`config.mk`:
```
export PLATFORM = sky130hd
export DESIGN_NAME = regfile
export DESIGN_NICKNAME = d
export VERILOG_FILES = /design/src/rtl/regfile_pkg.sv /design/src/rtl/regfile_register32.sv /design/src/rtl/regfile.sv
export SDC_FILE = /design/constraint.sdc
export NUM_CORES = 2
export LEC_CHECK = 0
export ABC_AREA = 1
export BUFFER_PORTS_ARGS = -buffer_cell sky130_fd_sc_hd__buf_2
export CORE_MARGIN = 1.5
export CORE_UTILIZATION = 39
export DETAILED_ROUTE_END_ITERATION = 10
export GPL_TIMING_DRIVEN = 0
export SYNTH_ARGS = -nofsm -noshare
export SYNTH_HDL_FRONTEND = slang
export SYNTH_SLANG_ARGS = --single-unit
```
`constraint.sdc`:
```
create_clock -name clock -period 35 [get_ports clock]
set_input_delay 1.75 -clock clock [delete_from_list [all_inputs] [get_ports clock]]
set_output_delay 1.75 -clock clock [all_outputs]
set_load 0.02 [all_outputs]
```
`src/rtl/regfile_pkg.sv`:
```
// Shared register-file geometry used by the processor, the register file and the benches.
package regfile_pkg;

  localparam int WIDTH    = 32;
  localparam int DEPTH    = 32;
  localparam int ADDR_W   = 5;
  localparam int ZERO_REG = 0;

endpackage

```
`src/rtl/regfile_register32.sv`:
```
// One register-file entry: a WIDTH-bit flop with write enable and an asynchronous clear.
module register32 #(
  parameter int W = 32
) (
  input  logic         clock,
  input  logic         clear,
  input  logic         enable,
  input  logic [W-1:0] d_i,
  output logic [W-1:0] q_o
);

  logic [W-1:0] value_q;
  logic [W-1:0] value_d;

  // Clear dominates enable, so a write in flight when clear rises is lost.
  always_comb begin
    value_d = value_q;
    if (enable) value_d = d_i;
  end

  always_ff @(posedge clock or posedge clear) begin
    if (clear) value_q <= '0;
    else       value_q <= value_d;
  end

  assign q_o = value_q;

endmodule

```
`src/rtl/regfile.sv`:
```
// Two-read, one-write register file; register 0 is hardwired to zero and has no storage.
module regfile
  import regfile_pkg::*;
#(
  parameter int WIDTH = regfile_pkg::WIDTH,
  parameter int DEPTH = regfile_pkg::DEPTH
) (
  input  logic              clock,
  input  logic              ctrl_reset,
  input  logic              ctrl_writeEnable,
  input  logic [ADDR_W-1:0] ctrl_writeReg,
  input  logic [WIDTH-1:0]  data_writeReg,
  input  logic [ADDR_W-1:0] ctrl_readRegA,
  input  logic [ADDR_W-1:0] ctrl_readRegB,
  output logic [WIDTH-1:0]  data_readRegA,
  output logic [WIDTH-1:0]  data_readRegB
);

  logic [DEPTH-1:1] writeSel;
  logic [WIDTH-1:0] regs [DEPTH];

  // One-hot write decode; index 0 never selects anything.
  always_comb begin
    writeSel = '0;
    for (int i = 1; i < DEPTH; i++) begin
      writeSel[i] = ctrl_writeEnable && (ctrl_writeReg == ADDR_W'(i));
    end
  end

  assign regs[ZERO_REG] = '0;

  for (genvar g = 1; g < DEPTH; g++) begin : gen_regs
    register32 #(.W(WIDTH)) u_reg (
      .clock  (clock),
      .clear  (ctrl_reset),
      .enable (writeSel[g]),
      .d_i    (data_writeReg),
      .q_o    (regs[g])
    );
  end

  // Full 32:1 selection per port with a zero default, so no index can yield X.
  always_comb begin
    data_readRegA = '0;
    data_readRegB = '0;
    for (int i = 0; i < DEPTH; i++) begin
      if (ctrl_readRegA == ADDR_W'(i)) data_readRegA = regs[i];
      if (ctrl_readRegB == ADDR_W'(i)) data_readRegB = regs[i];
    end
  end

endmodule

```
==> impl_metrics.yaml <==
outcome:
  status: "finished with violations"
  violations: "capacitance limit"
finish:
  fin_util_pct: 44.7
  drive_above_1_share_pct: 6.59
  fin_nets: 7462
  area_delta_synth_final_pct: 13.4
  largest_register_ffs: 992
  final_cell_count_no_fill: 9259
power_and_ir_drop:
  internal-power_mw: 2.23
  switching_share_pct: 32.7
  power_frac_seq_pct: 46.5
  power_density_mw_per_mm2: 57.1
  leakage_nw: 26.3
  pwr-share-comb_pct: 15.6
  p_sw_mw: 1.09
  vdd_ir_drop_max_v: 0.0000448
  clkPwrFrac_pct: 37.9
cts:
  path_clk_slew_ns: 0.06
  cts_tree: "built"
  clock_sinks: 992
  postCtsSetupBuffers: 0
  cts.repair.resized: 0
  numCtsBuffers: 115
  hold_buffers: 0
  htree_levels: 3
  cts-root-buf: "clkbuf_16"
  clk_latency_ns: 0.77
  clock_path_buffers: 3
global_routing:
  grt_pass1_vias: 50100
  antenna_found_initial: 21
  grt_start_max_net_pins: 126
  grt_pass1_wl_mm: 353
  grtUsageTotal_pct: 37.0
  gr-total-overflow: 0
yosys:
  synth_compound_area_share_pct: 11.1
  syn-num-nets: 7224
  synth_common_cells: "nand2_1 (2,674), o21ai_0 (1,035), dfrtp_1 (992), nor2_1 (646), inv_1 (472)"
  yosys.area_share.simple_pct: 33.2
  yosys_warnings: 0
  synth_top_flop_cell: "dfrtp_1"
  synth_edf_count: 0
  synth_mux_area_share_pct: 0
  synth_sequential_area_ratio_pct: 48.4
  ys_types: 29
  async_reset_ff_share_pct: 100
  synth_fa_ha_area_share_pct: 0
  yosysTopAreaCell: "dfrtp_1"
  yosysMostFrequentCell: "nand2_1"
  post_synth_instance_area_mm2: 0.0513
  syn_area_per_cell_um2: 7.15
  synthCells: 7174
  synth-seq-cells: 992
  yosys-top-cells-area: "dfrtp_1 (48%), nand2_1 (20%), o21ai_0 (10%)"
  synth_top_family_by_area: "simple AND/OR/NAND/NOR gates"
  synth-xor-area-share_pct: 0
  synth_top_area_share_pct: 48.4
die:
  io_pins: 114
  die_y_um: 366
  rows: 132
  core-area_mm2: 0.130
  start_util_pct: 39.5
  die_w_um: 366
  die-area_mm2: 0.134
setup_path:
  cp.arrival_ns: 6.61
  reg2reg_to: "gen_regs[1].u_reg.q_o[29]$_DFFE_PP0P_"
  worstSetupPathType: "input port to output pin"
  r2r-start: "gen_regs[1].u_reg.q_o[29]$_DFFE_PP0P_"
  crit_required_ns: 33.25
  cp-endpoint: "data_readRegB[17]"
  rr_worst_depth: 2
  start_kind: "input port"
  startpoint: "ctrl_readRegB[1]"
  crit_path_max_fanout: 10
  reg2reg_slack_ns: 34.15
  cp-end-kind: "output pin"
timing:
  hold_viol_final: 0
  maxSlewViolCount: 0
  fin_skew_ns: 0
  setup_ws_ns: 26.64
  rsz0062_at_grt: "no"
  max_freq_ghz: 0.120
  relSlewSlack_pct: 0.250
  finalCritPeriodShare_pct: 23.9
  tightest_slew_ns: 1.50
  fin_crit_ns: 8.36
  holdWs_ns: 0.482
  setup_viol: 0
detailed_routing:
  wl_mm: 251
  drcViolationCount: 0
  dr_total_vias: 53600
  drt-wirelength-per-cell_um: 27.1
  drtAntennaViolNets: 0
  drtPass1Iterations: 8
  via_per_inst: 5.79
  drt_iter0_markers: 8135
placement:
  io_buffers: 112
  finalWeightedCongestion: 1.01
  place_ws_ns: 27.01
  hpwl_mm: 190
  dp_cells: 9037
min_path:
  hold_path_class: "flip-flop to flip-flop"
run:
  cap_violations: 1
## metal layers
layer / global-route usage, % / part of all wire [%] / up-vias
li1: - / - / 23600
met1: 49.4 / 40 / 26300
met2: 55.3 / 43 / 3116
met3: 8.52 / 11 / 632
met4: 20.5 / 6.4 / 8
met5: 0 / 0.020 / -
## final cells by class
class	count	area (um2)
Sequential cell	992	24800
Antenna cell	6	15.0
Tap cell	1742	2180
Fill cell	13700	71800
Multi-Input combinational cell	5206	22700
Inverter	497	1870
Timing Repair Buffer	121	808
Buffer	479	1870
Clock inverter	39	460
Clock buffer	177	3390
## worst max-delay path, cell delays in order
cell and delay (ns):
buf_2 0.12, buf_4 0.19, nand2_2 0.19, inv_1 0.11, clkbuf_1 0.32, nand4_1 0.17
nand3_1 0.17, nor2_1 0.33, nand4_1 0.34, nor2_1 0.23, nand4_1 0.28, nor2_1 0.44
nand4_1 0.19, nor2_1 0.34, nand4_1 0.17, nor2_1 0.19, nand4_1 0.20, nor2_1 0.20
nand4_1 0.15, nor2_1 0.17, nand4_1 0.14, buf_2 0.19
## per-stage QoR
step	instance area, um2	power (mW)	setup TNS (ns)
after floorplan	51300	1.82	0
after global placement	54000	2.04	-7277.11
after detailed placement	54300	2.06	0
after CTS	58100	3.30	0
after global routing	58100	3.44	0
final	58200	3.32	0
## cells by family (layout without fill, tap and decap cells)
family,count (synthesis),count (layout)
compound gates,1134,1134
buf+inv,976,1313
flops,992,992
other cells,0,6
simple gates,4072,4072
## worst min path at each step
| stage | from | end | slack [ns] | cells past startpoint |
|---|---|---|---|---|
| finish | gen_regs[12].u_reg.q_o[6]$_DFFE_PP0P_ | gen_regs[12].u_reg.q_o[6]$_DFFE_PP0P_ | 0.48 | 2 |
| global route | gen_regs[7].u_reg.q_o[12]$_DFFE_PP0P_ | gen_regs[7].u_reg.q_o[12]$_DFFE_PP0P_ | 0.51 | 2 |
| CTS | gen_regs[29].u_reg.q_o[12]$_DFFE_PP0P_ | gen_regs[29].u_reg.q_o[12]$_DFFE_PP0P_ | 0.49 | 2 |
| detailed placement | gen_regs[29].u_reg.q_o[12]$_DFFE_PP0P_ | gen_regs[29].u_reg.q_o[12]$_DFFE_PP0P_ | 0.47 | 2 |
| global placement | gen_regs[20].u_reg.q_o[19]$_DFFE_PP0P_ | gen_regs[20].u_reg.q_o[19]$_DFFE_PP0P_ | 0.47 | 2 |
| floorplan | gen_regs[10].u_reg.q_o[20]$_DFFE_PP0P_ | gen_regs[10].u_reg.q_o[20]$_DFFE_PP0P_ | 0.45 | 2 |
## placed cells by master (no fill, tap or decap), types with 2 or more instances in the layout
cell / count
nand2_1: 2674
o21ai_0: 1035
dfrtp_1: 992
nor2_1: 646
inv_1: 471
nand4_1: 464
clkbuf_1: 451
buf_2: 162
nand3_1: 139
clkbuf_16: 116
or2_2: 94
a21oi_1: 89
clkbuf_8: 26
clkinv_2: 23
inv_2: 18
nor3_1: 15
nor2_2: 13
buf_1: 10
buf_16: 9
or2_0: 8
clkinv_1: 7
o2111ai_1: 7
bufinv_16: 7
diode_2: 6
nand3_2: 4
nor3_2: 4
or2_1: 4
nand2_2: 3
buf_4: 3
o21ai_1: 2
clkinvlp_4: 2
clkinv_8: 2
inv_16: 2
## power by group through the flow
stage / combinational [mW] / sequential, mW / clock, mW
6_report: 0.518 / 1.54 / 1.26
5_1_grt: 0.573 / 1.56 / 1.30
4_1_cts: 0.507 / 1.53 / 1.26
3_5_place_dp: 0.506 / 1.55 / 0
3_3_place_gp: 0.490 / 1.55 / 0
2_1_floorplan: 0.315 / 1.50 / 0
No activity file was read; power rests on OpenSTA's default activity.
